==> src/rtl/fetch_unit_pkg.sv <==
// fetch_unit_pkg: shared core opcodes, canonical NOP and the fetch queue entry type
package fetch_unit_pkg;
  localparam logic [6:0] OPCODE_LOAD   = 7'h03;
  localparam logic [6:0] OPCODE_OP_IMM = 7'h13;
  localparam logic [6:0] OPCODE_AUIPC  = 7'h17;
  localparam logic [6:0] OPCODE_STORE  = 7'h23;
  localparam logic [6:0] OPCODE_OP     = 7'h33;
  localparam logic [6:0] OPCODE_LUI    = 7'h37;
  localparam logic [6:0] OPCODE_BRANCH = 7'h63;
  localparam logic [6:0] OPCODE_JALR   = 7'h67;
  localparam logic [6:0] OPCODE_JAL    = 7'h6f;
  localparam logic [31:0] INSTR_NOP = 32'h0000_0013;
  typedef struct packed {
    logic [31:0] pc;
    logic [31:0] instr;
  } fetch_entry_t;
endpackage

==> src/rtl/fetch_fifo.sv <==
// fetch_fifo: synchronous in-order queue of fetched {pc, instr} entries with flush
module fetch_fifo
  import fetch_unit_pkg::*;
#(
  parameter int DEPTH = 2,
  localparam int CW = $clog2(DEPTH) + 1
) (
  input  logic          clk,
  input  logic          rst_n,
  input  logic          flush,
  input  logic          push,
  input  logic          pop,
  input  fetch_entry_t  din,
  output fetch_entry_t  dout,
  output logic [CW-1:0] count,
  output logic          full,
  output logic          empty
);
  localparam int AW = $clog2(DEPTH);
  fetch_entry_t mem [DEPTH];
  logic [AW-1:0] wr_ptr, rd_ptr;
  always_ff @(posedge clk)
    if (!rst_n) begin
      for (int i = 0; i < DEPTH; i++) mem[i] <= '0;
      wr_ptr <= '0;
      rd_ptr <= '0;
      count  <= '0;
    end else if (flush) begin
      wr_ptr <= '0;
      rd_ptr <= '0;
      count  <= '0;
    end else begin
      if (push) begin
        mem[wr_ptr] <= din;
        wr_ptr      <= wr_ptr + AW'(1);
      end
      if (pop) rd_ptr <= rd_ptr + AW'(1);
      count <= count + CW'(push) - CW'(pop);
    end
  assign dout  = mem[rd_ptr];
  assign full  = count == CW'(DEPTH);
  assign empty = count == '0;
endmodule

==> src/rtl/fetch_unit.sv <==
// fetch_unit: credit-limited instruction fetch with redirect flush; FETCH_BYPASS_EN presents responses same-cycle
module fetch_unit
  import fetch_unit_pkg::*;
#(
  parameter logic [31:0] RESET_PC   = 32'h0000_0000,
  parameter int          FIFO_DEPTH = 2
) (
  input  logic        i_clk,
  input  logic        i_rst_n,
  output logic        o_imem_req,
  output logic [31:0] o_imem_addr,
  input  logic        i_imem_gnt,
  input  logic        i_imem_rvalid,
  input  logic [31:0] i_imem_rdata,
  input  logic        i_redirect,
  input  logic [31:0] i_redirect_pc,
  output logic        o_valid,
  input  logic        i_ready,
  output logic [31:0] o_pc,
  output logic [31:0] o_instr,
  output logic [6:0]  o_opcode,
  output logic [4:0]  o_rd,
  output logic [2:0]  o_funct3,
  output logic [4:0]  o_rs1,
  output logic [4:0]  o_rs2,
  output logic [6:0]  o_funct7
);
  localparam int CW = $clog2(FIFO_DEPTH) + 1;
  localparam logic [CW:0] CAP = (CW + 1)'(FIFO_DEPTH);
  logic [31:0] fetch_pc, resp_pc, redirect_pc;
  logic [CW-1:0] outstanding, discard, count, in_flight;
  logic empty, full, grant, keep, bypass, push, pop;
  fetch_entry_t q_head;
  assign redirect_pc = i_redirect_pc & ~32'd3;
  assign o_imem_req  = i_rst_n && ({1'b0, outstanding} + {1'b0, count} < CAP);
  assign o_imem_addr = fetch_pc;
  assign grant       = o_imem_req && i_imem_gnt;
  assign keep        = i_rst_n && i_imem_rvalid && discard == '0;
  assign in_flight   = outstanding + CW'(grant) - CW'(i_imem_rvalid);
`ifdef FETCH_BYPASS_EN
  assign bypass = keep && empty;
`else
  assign bypass = 1'b0;
`endif
  assign push    = keep && !(bypass && i_ready) && !i_redirect && !full;
  assign pop     = i_ready && !empty;
  assign o_valid = !empty || bypass;
  assign o_pc    = bypass ? resp_pc : q_head.pc;
  assign o_instr = bypass ? i_imem_rdata : q_head.instr;
  assign o_opcode = o_instr[6:0];
  assign o_rd     = o_instr[11:7];
  assign o_funct3 = o_instr[14:12];
  assign o_rs1    = o_instr[19:15];
  assign o_rs2    = o_instr[24:20];
  assign o_funct7 = o_instr[31:25];
  fetch_fifo #(.DEPTH(FIFO_DEPTH)) u_fifo (
    .clk   (i_clk),
    .rst_n (i_rst_n),
    .flush (i_redirect),
    .push  (push),
    .pop   (pop),
    .din   ({resp_pc, i_imem_rdata}),
    .dout  (q_head),
    .count (count),
    .full  (full),
    .empty (empty)
  );
  always_ff @(posedge i_clk)
    if (!i_rst_n) begin
      fetch_pc    <= RESET_PC;
      resp_pc     <= RESET_PC;
      outstanding <= '0;
      discard     <= '0;
    end else begin
      outstanding <= in_flight;
      if (i_redirect) begin
        fetch_pc <= redirect_pc;
        resp_pc  <= redirect_pc;
        discard  <= in_flight;
      end else begin
        if (grant) fetch_pc <= fetch_pc + 32'd4;
        if (keep) resp_pc <= resp_pc + 32'd4;
        if (i_imem_rvalid && discard != '0) discard <= discard - CW'(1);
      end
    end
endmodule

==> config.mk <==
export PLATFORM = sky130hd
export DESIGN_NAME = fetch_unit
export DESIGN_NICKNAME = d
export VERILOG_FILES = /design/src/rtl/fetch_unit_pkg.sv /design/src/rtl/fetch_fifo.sv /design/src/rtl/fetch_unit.sv
export SDC_FILE = /design/constraint.sdc
export NUM_CORES = 1
export LEC_CHECK = 0
export ABC_AREA = 1
export CORE_MARGIN = 10
export CORE_UTILIZATION = 56
export DETAILED_ROUTE_END_ITERATION = 8
export PLACE_DENSITY_LB_ADDON = 0.08
export SETUP_SLACK_MARGIN = 0.02
export SLEW_MARGIN = 20
export SYNTH_ARGS = -nofsm -noshare
export SYNTH_HDL_FRONTEND = slang
export SYNTH_SLANG_ARGS = --single-unit
==> constraint.sdc <==
create_clock -name i_clk -period 9.8 [get_ports i_clk]
set_input_delay 2.94 -clock i_clk [delete_from_list [all_inputs] [get_ports i_clk]]
set_output_delay 2.94 -clock i_clk [all_outputs]
set_load 0.02 [all_outputs]
== Word level (Yosys, flattened, before mapping) ==
Memory sizes are Yosys's and may differ from the RTL's. A register that Yosys moved wholly into a read port is not among the register bits.
Index checks and enable logic that the tools add are counted.

* Add/sub/neg operators: 10
* Equality and inequality tests: 1
* Magnitude comparators: 1
* Bitwise operators: 1
* Muxes and demuxes: 16
* Reduce and logical (&&, ||, !) cells: 19

{| class="wikitable"
|+ Operators by type and width
! kind !! number
|-
| $mux W32 || 4
|-
| $add A32 B3 Y32 const B || 2
|-
| $mux W64 || 1
|-
| $reduce_or A64 Y1 || 1
|-
| $mux W1 || 9
|-
| $logic_and A1 B1 Y1 || 8
|-
| $reduce_bool A2 Y1 || 4
|-
| $add A2 B1 Y2 || 2
|-
| $logic_not A2 Y1 || 2
|-
| $mux W2 || 2
|-
| $sub A2 B1 Y2 || 2
|-
| $add A2 B2 Y3 || 1
|-
| $logic_not A1 Y1 || 3
|-
| $lt A3 B2 Y1 const B || 1
|-
| $add A1 B1 Y1 const B || 2
|-
| $eq A2 B2 Y1 const B || 1
|-
| $reduce_or A2 Y1 || 1
|-
| $sub A2 B1 Y2 const B || 1
|-
| $not A1 Y1 || 1
|}

* Register bits after elaboration: 72
* Bits in writable memories: 128
* Output and inout port bits: 130
* Word-level logic and storage cells: 58
* Memories: 1

{| class="wikitable"
|+ Memory list
! memory !! words !! width !! read ports !! clocked after Yosys merged registers in !! write ports !! RTL line !! text
|-
| u_fifo.mem || 2 || 64 || 1 || 1 || 2 || fetch_fifo.sv:20 || <nowiki>fetch_entry_t mem [DEPTH];</nowiki>
|}

== Depth between registers and ports, before layout ==
* Depth after elaboration: 10
* Gate-level depth with buffers: 12
* Mapped depth without buffers: 12

== Modules after synthesis ==
Synthesis repeated with hierarchy kept, for this count alone.

* Cells, all modules: 1,197
* Area total of the unflattened synthesis: 10,375.0 um2

{| class="wikitable"
|+ By module, submodules not included
! module !! cells an instance !! times used !! area each (um2)
|-
| fetch_fifo || 439 || 1 || 5,791.8
|-
| fetch_unit || 758 || 1 || 4,583.1
|}

== Least setup slack after synthesis ==
Ideal clock, no wire load.

* Path kind: in2out
* Start point: input i_rst_n
* End point: output o_imem_req
* Data required time: 6.860 ns
* Data arrival time: 3.224 ns
* Setup slack: 3.636 ns
* Cell stages on the path: 2
* Path buffers: 0
* Cell sequence: inv_2 > nor3_4

* Cells in the longest elaborated chain, start to end: 1

{| class="wikitable"
|+ RTL lines
! item !! RTL line !! text
|-
| from (decl) || fetch_unit.sv:9 || <nowiki>input logic i_rst_n,</nowiki>
|-
| $logic_and A1 B1 Y1 || fetch_unit.sv:35 || <nowiki>assign o_imem_req = i_rst_n && ({1'b0, outstanding} + {1'b0, count} < CAP);</nowiki>
|-
| to (decl) || fetch_unit.sv:10 || <nowiki>output logic o_imem_req,</nowiki>
|}

No other way between the ends.

== Final worst setup path ==
Same ends and word-level chain as after synthesis.

==> results.py <==
metrics = {
    "final_layout": {
        "fin_nets": 1402,
        "seqCellArea_mm2": 0.00511,
        "utilization": 0.714,
        "multi_input_area_mm2": 0.00385,
        "drive_gt1_frac": 0.0905,
        "diodes": 0,
        "fill_cells": 1394,
        "area_growth_pct": 24.6,
        "final_area_mm2": 0.0124,
    },
    "critical_path": {
        "startpoint_type": "input port",
        "path_class": "input port to output pin",
        "crit_path_frequent_cell": "clkdlybuf4s50_1",
        "ff2ff_setup_slack_ps": 6860,
        "critPathMaxFanout": 26,
        "critPathBufInv": 4,
        "critical_path.cell_chain": "clkdlybuf4s50_1 > buf_4 > inv_2 > nor3_4 > clkdlybuf4s50_1",
        "critPathCaptureType": "output pin",
        "slowest_delay_ps": 640,
        "cp.arrival_ps": 4580,
        "worst_r2r_path_depth": 10,
        "cp_slowest_cell": "clkdlybuf4s50_1",
        "cpLargestDelayFamily": "buffers and inverters",
        "worstPathRequired_ps": 6860,
        "cp_num_cells": 5,
    },
    "clocking": {
        "cts_tree": "built",
        "clk_pin_slew_ps": 70,
        "cts_htree_levels": 4,
        "clockBufferDepth": 2,
        "cts_made_buffers": 17,
        "cts_root_buf": "clkbuf_16",
        "post_cts_resized": 0,
        "cts.sinks": 193,
        "post_cts_buffers": 0,
        "postCtsHoldBufs": 0,
        "clkLatencyLatePin_ps": 440,
    },
    "sta": {
        "fin_worst_skew_ps": 15.5,
        "setup_viol": 0,
        "hold_slack_ps": 464,
        "hold_viol_final": 0,
        "relSlewSlack": 0.429,
        "rsz0062_at_grt": "false",
        "setup_tns_ps": 0,
        "worst_pin_slew_ps": 856,
        "fmax_ghz": 0.133,
        "min_period_ps": 7520,
        "finalCritPeriodShare": 0.767,
        "final_max_slew_viol_count": 0,
    },
    "synth": {
        "synth-seq-cells": 193,
        "synth_top_area_cell": "edfxtp_1",
        "yosysTopAreaCellShare": 0.375,
        "syn_avg_cell_area_um2": 8.43,
        "syn-cell-area_mm2": 0.00994,
        "synthArstFlopShare": 0,
        "synth_cell_type_count": 38,
        "synth_edf_count": 124,
        "synthCells": 1179,
        "synth_most_common_cell": "nand2_1",
        "synth_common_cells": "nand2_1, nor2_1, inv_1",
        "yosys_warnings": 0,
        "seq_area_frac_synth": 0.514,
        "synth_ff_type": "edfxtp_1",
        "synth_area_leaders": "edfxtp_1, dfxtp_1, nand2_1, nor2_1, mux2_2",
    },
    "flow_run": {
        "maxCapViolations": 0,
    },
    "global_routing": {
        "overflow": 0,
        "grt_antenna_before_repair": 0,
        "grt_max_degree": 64,
        "track_usage": 0.214,
        "grt_pass1_vias": 7932,
        "grt_pass1_wl_um": 41200,
    },
    "routing": {
        "drc": 0,
        "drt-initial-drc-count": 520,
        "ant_nets": 0,
        "routed_wl_um": 25800,
        "vias": 8215,
        "routedWlPerCell_um": 16.5,
        "drt-pass1-iter-count": 7,
        "avgViaCountPerCell": 5.26,
    },
    "die": {
        "die_x_um": 153,
        "die-area_mm2": 0.0235,
        "fp.coreArea_mm2": 0.0174,
        "die_h_um": 153,
        "ios": 200,
        "initial_core_util": 0.573,
        "placement_rows": 48,
    },
    "placement": {
        "numPortBuffers": 193,
        "gp_congestion": 0.938,
        "dp_hpwl_um": 18100,
        "postPlaceCellArea_mm2": 0.0118,
    },
    "run_status": {
        "status": "finished, final reports clean",
    },
    "min_path": {
        "hold_depth": 1,
        "hold_path.class": "flop to flop",
    },
    "power_and_ir_drop": {
        "leakage_nw": 4.80,
        "ir_worst_vdd_mv": 0.140,
        "powerDensity_mw_per_mm2": 159,
    },
}
final timing paths:
kind | from | to
hold / removal | u_fifo.rd_ptr$_SDFFE_PP0P_ | u_fifo.rd_ptr$_SDFFE_PP0P_
setup reg to reg | discard[0]$_SDFFE_PN0P_ | u_fifo.mem[1][11]$_SDFFCE_PN0P_
setup / recovery | i_rst_n | o_imem_req
hold reg to reg | u_fifo.rd_ptr$_SDFFE_PP0P_ | u_fifo.rd_ptr$_SDFFE_PP0P_
flip-flops by register name (all words and copies together), names as in the netlist, named ones only:
signal	cells
o_imem_addr	30
discard	2
u_fifo.wr_ptr	1
resp_pc	30
outstanding	2
u_fifo.rd_ptr	1
u_fifo.mem	124
u_fifo.count	2
through the flow:
stage	power (mW)	std cells	setup WS (ps)
after detailed placement	1.26	1530	2290
final	1.97	1562	2280
after CTS	1.98	1562	2290
after global placement	1.25	1530	2310
after global routing	2.04	1562	2190
after floorplan	1.13	1182	3640
placed cells by master, fill, tap and decap left out, types with 7 or more instances in the layout:
cell             netlist  layout
nand2_1              232     230
a31oi_1                9       9
edfxtp_1             124     124
nor2_1               216     216
xor2_1                 7       7
a21oi_1               72      72
clkbuf_16              0      17
ha_1                   7       7
inv_1                138     138
dfxtp_1               69      68
o21ai_0               56      56
nand3_1               68      68
mux2_2                62      62
buf_4                 38       8
clkdlybuf4s50_1        0     192
area by class of cell:
class | count | share of cell area
clock buffer | 17 | 0.0344
clock inverter | 15 | 0.0157
inverter | 143 | 0.0433
multi-input combinational | 768 | 0.311
sequential | 193 | 0.412
tap | 225 | 0.0227
timing repair buffer | 201 | 0.160
kinds of logic (layout without fill, tap and decap cells):
group / after synthesis / after routing / share of synthesized area
other: 1 / 4 / 0.000377
flip-flops: 193 / 193 / 0.514
buffers and inverters: 221 / 376 / 0.101
multiplexers: 62 / 62 / 0.0702
AND/OR/NAND/NOR: 537 / 537 / 0.218
XOR/XNOR: 10 / 10 / 0.00881
AO/OA/AOI/OAI: 147 / 147 / 0.0772
adder cells (fa/ha/maj): 8 / 8 / 0.0108
report_power, final:
part | total (mW) | switching [mW] | internal (mW)
clock network | 0.728 | 0.319 | 0.409
registers | 0.942 | 0.0314 | 0.911
logic | 0.300 | 0.171 | 0.129
per-layer routing:
metal	part of all wire	track usage
met1	0.43	0.276
met2	0.47	0.343
met3	0.076	0.0561
met4	0.018	0.0677
met5	0	0
Note: power is estimated with default switching activity, not from simulation.
==> edit 1, RTL diff (same flow settings) <==
Change the parameter `FIFO_DEPTH` from 2 to 4.
--- a/src/rtl/fetch_unit.sv
+++ b/src/rtl/fetch_unit.sv
@@ -3,7 +3,7 @@
   import fetch_unit_pkg::*;
 #(
   parameter logic [31:0] RESET_PC   = 32'h0000_0000,
-  parameter int          FIFO_DEPTH = 2
+  parameter int          FIFO_DEPTH = 4
 ) (
   input  logic        i_clk,
   input  logic        i_rst_n,
Check against the original RTL: not equivalent (Yosys sat finds a counterexample within 4 cycles, from zero or initial values and one cycle with i_rst_n low).
==> edit 1 against the unedited design <==
Sequential cell count rose by 130; synthesized cell count grew 53%; highest routed layer unchanged; routed wire length increased by 59%; final area up 50%; final cell count rose by 49%; worst setup slack got worse by 0.18 ns; global-route usage grew 0.97 points; area after synthesis increased by 56%; critical endpoint unchanged; register-to-register slack worse by 0.71 ns; sequential power rose by 69%; fmax is 2.3% lower; power grew 64%.
==> edit 1: results (changes against the unedited design) <==
.. list-table::
   :header-rows: 1

   * - Metric
     - Value
   * - Number of flip-flops in the largest register
     - 248 (was 124)
   * - Proportion of synthesized chip area in sequential cells
     - 0.575 (was 0.514)
   * - Vias per Instance
     - 5.47 (was 5.26)
   * - Outcome
     - completed (unchanged)
   * - Share of cells above drive strength 1
     - 0.0467 (was 0.0905)
   * - Largest fanout of any net on the critical path
     - 30 (was 26)
   * - Number of distinct library cells after synthesis
     - 36 (was 38)
   * - Routability Congestion
     - 0.961 (was 0.938)
   * - Max Fclk
     - 130 MHz (was 133 MHz)
   * - Cells taking the most area after synthesis
     - sky130_fd_sc_hd__edfxtp_1, sky130_fd_sc_hd__nor2_1, sky130_fd_sc_hd__dfxtp_1 (was sky130_fd_sc_hd__edfxtp_1, sky130_fd_sc_hd__dfxtp_1, sky130_fd_sc_hd__nand2_1)
   * - Worst clock skew
     - 0.0162 ns (was 0.0155 ns)
   * - Worst hold-check slack
     - 0.454 ns (was 0.464 ns)
   * - Switching Fraction
     - 0.248 (was 0.265)
   * - Worst-Skew Late Latency
     - 0.56 ns (was 0.44 ns)
   * - Initial drt markers
     - 1207 (was 520)
   * - Number of flops mapped to enable cells by yosys
     - 248 (was 124)
   * - Total CTS buffers
     - 31 (was 17)
   * - Most frequent cells after synthesis
     - sky130_fd_sc_hd__nor2_1, sky130_fd_sc_hd__edfxtp_1, sky130_fd_sc_hd__nand2_1 (was sky130_fd_sc_hd__nand2_1, sky130_fd_sc_hd__nor2_1, sky130_fd_sc_hd__inv_1)
   * - Maximum number of pins on one net before global-route repair
     - 115 (was 64)
   * - Worst-case setup slack after placement
     - 2.07 ns (was 2.29 ns)
   * - Final wirelength
     - 41.0 mm (was 25.8 mm)
   * - Flop-to-flop setup slack
     - 6.15 ns (was 6.86 ns)
   * - Maximum clock path buffer count
     - 3 (was 2)
   * - Slew of the pin with the lowest slew margin
     - 1.02 ns (was 0.856 ns)
   * - Wire length of the first global-routing pass
     - 64.1 mm (was 41.2 mm)
   * - Final HPWL from detailed placement
     - 25.4 mm (was 18.1 mm)
## edit 1: cell types whose count changed in the layout (fill, tap and decap cells not counted), moves of 6 or more
cell,change
sky130_fd_sc_hd__nor2_1,+255
sky130_fd_sc_hd__edfxtp_1,+124
sky130_fd_sc_hd__o21ai_0,+124
sky130_fd_sc_hd__o22ai_1,+64
sky130_fd_sc_hd__mux2_2,-62
sky130_fd_sc_hd__inv_1,+40
sky130_fd_sc_hd__nand2_1,+17
sky130_fd_sc_hd__clkbuf_16,+14
sky130_fd_sc_hd__clkbuf_1,+7
sky130_fd_sc_hd__clkbuf_8,+7
sky130_fd_sc_hd__buf_4,+6
## edit 1: worst reg2reg max path, delay by kind of cell (launching register included)
kind,cells,cell delay [ns]
and+or+nand+nor,2,1.06
adders and majority gates,1,0.18
AOI/OAI and AO/OA,2,0.41
DFF,1,0.30
buffers and inverters,3,1.23
## edit 1: cell type report
cell class,instances,area [um^2]
clock buffer,48,913
inverter,186,699
sequential,323,8950
multi-input combinational,1175,5330
timing repair buffer,208,2040
fill,2215,8640
clock inverter,10,134
tap,372,465
## edit 1: final timing paths
kind,to,from,cells after the start
max,o_imem_req,i_rst_n,7
min,register,u_fifo.rd_ptr[1],2
max reg2reg,u_fifo.mem[0][56],discard[1],8
min reg2reg,register,u_fifo.rd_ptr[1],2
## edit 1: per-stage QoR
| step | area, um^2 | std cells |
|---|---|---|
| 4_1_cts | 18500 | 2322 |
| 5_1_grt | 18500 | 2322 |
| 2_1_floorplan | 15600 | 1808 |
| 3_5_place_dp | 17500 | 2264 |
| 6_report | 18500 | 2322 |
| 3_3_place_gp | 17500 | 2264 |
## edit 1: kinds of logic (layout without fill, tap and decap cells)
logic type / count (synthesis) / in the layout / synth area share
compound gates: 340 / 340 / 0.118
xor+xnor: 7 / 7 / 0.00394
fa+ha+maj: 12 / 12 / 0.0106
buf+inv: 310 / 452 / 0.0849
flops: 323 / 323 / 0.575
other cells: 1 / 4 / 0.000241
simple gates: 812 / 812 / 0.207
## edit 1: routing by layer
metal  track usage  part of all wire  vias to the layer above
met5             0                 0                        -
met4        0.0608             0.018                        0
met3        0.0363             0.074                       64
met2         0.385              0.49                      509
met1         0.284              0.42                     5956
li1              -                 -                     6173
## edit 1: power by group through the flow
| stage | clock network (mW) | registers, mW | logic [mW] |
|---|---|---|---|
| after floorplan | 0 | 1.63 | 0.248 |
| final | 1.22 | 1.59 | 0.428 |
| after CTS | 1.23 | 1.59 | 0.431 |
| after detailed placement | 0 | 1.62 | 0.429 |
| after global routing | 1.29 | 1.60 | 0.466 |
| after global placement | 0 | 1.62 | 0.422 |
==> edit 2, RTL diff (same settings) <==
Without the edit above. Make the reset (`i_rst_n` and `rst_n`) asynchronous in 2 clocked blocks.
--- a/src/rtl/fetch_fifo.sv
+++ b/src/rtl/fetch_fifo.sv
@@ -19,7 +19,7 @@
   localparam int AW = $clog2(DEPTH);
   fetch_entry_t mem [DEPTH];
   logic [AW-1:0] wr_ptr, rd_ptr;
-  always_ff @(posedge clk)
+  always_ff @(posedge clk or negedge rst_n)
     if (!rst_n) begin
       for (int i = 0; i < DEPTH; i++) mem[i] <= '0;
       wr_ptr <= '0;
--- a/src/rtl/fetch_unit.sv
+++ b/src/rtl/fetch_unit.sv
@@ -65,7 +65,7 @@
     .full  (full),
     .empty (empty)
   );
-  always_ff @(posedge i_clk)
+  always_ff @(posedge i_clk or negedge i_rst_n)
     if (!i_rst_n) begin
       fetch_pc    <= RESET_PC;
       resp_pc     <= RESET_PC;
Formal check against the unedited RTL: differs if i_rst_n is asserted again (counterexample within 4 cycles, from zero or initial values and one cycle with i_rst_n low); with i_rst_n held inactive, the same outputs for 4 cycles.
==> edit 2 against the unedited design <==
Sequential share of layout area down 2.5 points; worst setup slack better by 0.00087 ns; sequential cell count down 1; area after synthesis up 1.2%; routed wire length up 3.1%; synthesized cell count up 13%; global-route usage up 0.61 points; final area up 0.21%; utilization down 0.34 points.
Power is not compared: it rests on default switching activity, and its combinational part moved more than twofold at a synthesized area within 25%.
==> edit 2: results (changes against the unedited design) <==
.. list-table::
   :header-rows: 1

   * - Metric
     - Value
   * - Outcome
     - completed (unchanged)
   * - Largest fanout of any net on the critical path
     - 79 (was 26)
   * - GR Util met2
     - 0.349 (was 0.343)
   * - Met3 Track Usage GR
     - 0.0538 (was 0.0561)
   * - Worst-case reg-to-reg path depth
     - 11 (was 10)
   * - Average wire length per cell after detail routing
     - 15.5 um (was 16.5 um)
   * - Predominant post-synthesis flop cell
     - sky130_fd_sc_hd__dfrtp_1 (was sky130_fd_sc_hd__edfxtp_1)
   * - Layout net count
     - 1550 (was 1402)
   * - First drt pass iteration count
     - 5 (was 7)
   * - Routability Congestion
     - 0.938 (about the same)
   * - Dpl cells
     - 1677 (was 1530)
   * - Number of fill cells in the layout
     - 1468 (was 1394)
   * - DR vias
     - 9084 (was 8215)
   * - GRT met1 Usage
     - 0.288 (was 0.276)
   * - Initial drt markers
     - 667 (was 520)
   * - Critical Path AT
     - 4.57 ns (was 4.58 ns)
   * - Share of cells above drive strength 1
     - 0.0357 (was 0.0905)
   * - Worst-case setup slack after placement
     - 2.25 ns (was 2.29 ns)
   * - Relative slew slack
     - 0.450 (was 0.429)
   * - Worst clock skew
     - 0.00839 ns (was 0.0155 ns)
   * - Cells taking the most area after synthesis
     - sky130_fd_sc_hd__dfrtp_1, sky130_fd_sc_hd__nand2_1, sky130_fd_sc_hd__o21ai_0 (was sky130_fd_sc_hd__edfxtp_1, sky130_fd_sc_hd__dfxtp_1, sky130_fd_sc_hd__nand2_1)
   * - Total global-route track usage
     - 0.220 (was 0.214)
   * - Wire length of the first global-routing pass
     - 43.4 mm (was 41.2 mm)
   * - Area added between synthesis and finish
     - 23.4% (was 24.6%)
   * - Vias per Instance
     - 5.31 (was 5.26)
   * - Via count of the first global-routing pass
     - 8774 (was 7932)
   * - Maximum number of pins on one net before global-route repair
     - 125 (was 64)
   * - Delay of the slowest cell on the worst path
     - 0.68 ns (was 0.64 ns)
   * - Final HPWL from detailed placement
     - 18.6 mm (was 18.1 mm)
   * - Syn avg cell area
     - 7.52 um^2 (was 8.43 um^2)
==> edit 2: critical path: cells and delay by family <==
kind,cells,cell delay (ns)
simple gates,1,0.42
buf+inv,2,1.18
==> edit 2: routing by layer <==
| layer | vias to the layer above | routed length (um) |
|---|---|---|
| li1 | 4461 | - |
| met1 | 4243 | 11700 |
| met2 | 342 | 12300 |
| met3 | 38 | 2090 |
| met4 | 0 | 511 |
| met5 | - | 0 |
==> edit 2: cells by family after synthesis <==
group | count (synthesis) | synth area share
flip-flops | 192 | 0.478
AO/OA/AOI/OAI | 202 | 0.111
XOR/XNOR | 29 | 0.0252
other | 1 | 0.000373
AND/OR/NAND/NOR | 686 | 0.273
buffers and inverters | 220 | 0.103
adder cells (fa/ha/maj) | 8 | 0.0107
==> edit 2: power by group through the flow <==
stage | Clock [mW] | Sequential [mW] | Combinational (mW)
4_1_cts | 0.674 | 1.12 | 1.38
6_report | 0.666 | 1.13 | 1.36
5_1_grt | 0.713 | 1.15 | 1.49
2_1_floorplan | 0 | 1.14 | 0.817
3_3_place_gp | 0 | 1.13 | 1.35
3_5_place_dp | 0 | 1.14 | 1.38
==> edit 2: worst paths after layout <==
check	slack (ns)	endpoint	start
setup reg to reg	6.68	o_imem_addr[11]	u_fifo.count[0]
hold reg to reg	0.49	u_fifo.mem[19]	u_fifo.mem[19]
hold / removal	0.49	u_fifo.mem[19]	u_fifo.mem[19]
setup / recovery	2.29	o_imem_req	i_rst_n
max in group asynchronous	5.98	resp_pc[17]	i_rst_n
min in group asynchronous	2.54	u_fifo.mem[29]	i_rst_n
==> edit 2: cell type report <==
cell class	count	share of cell area
Clock buffer	18	0.0346
Clock inverter	14	0.0112
Inverter	131	0.0396
Multi-Input combinational cell	929	0.342
Sequential cell	192	0.387
Tap cell	225	0.0227
Timing Repair Buffer	201	0.162
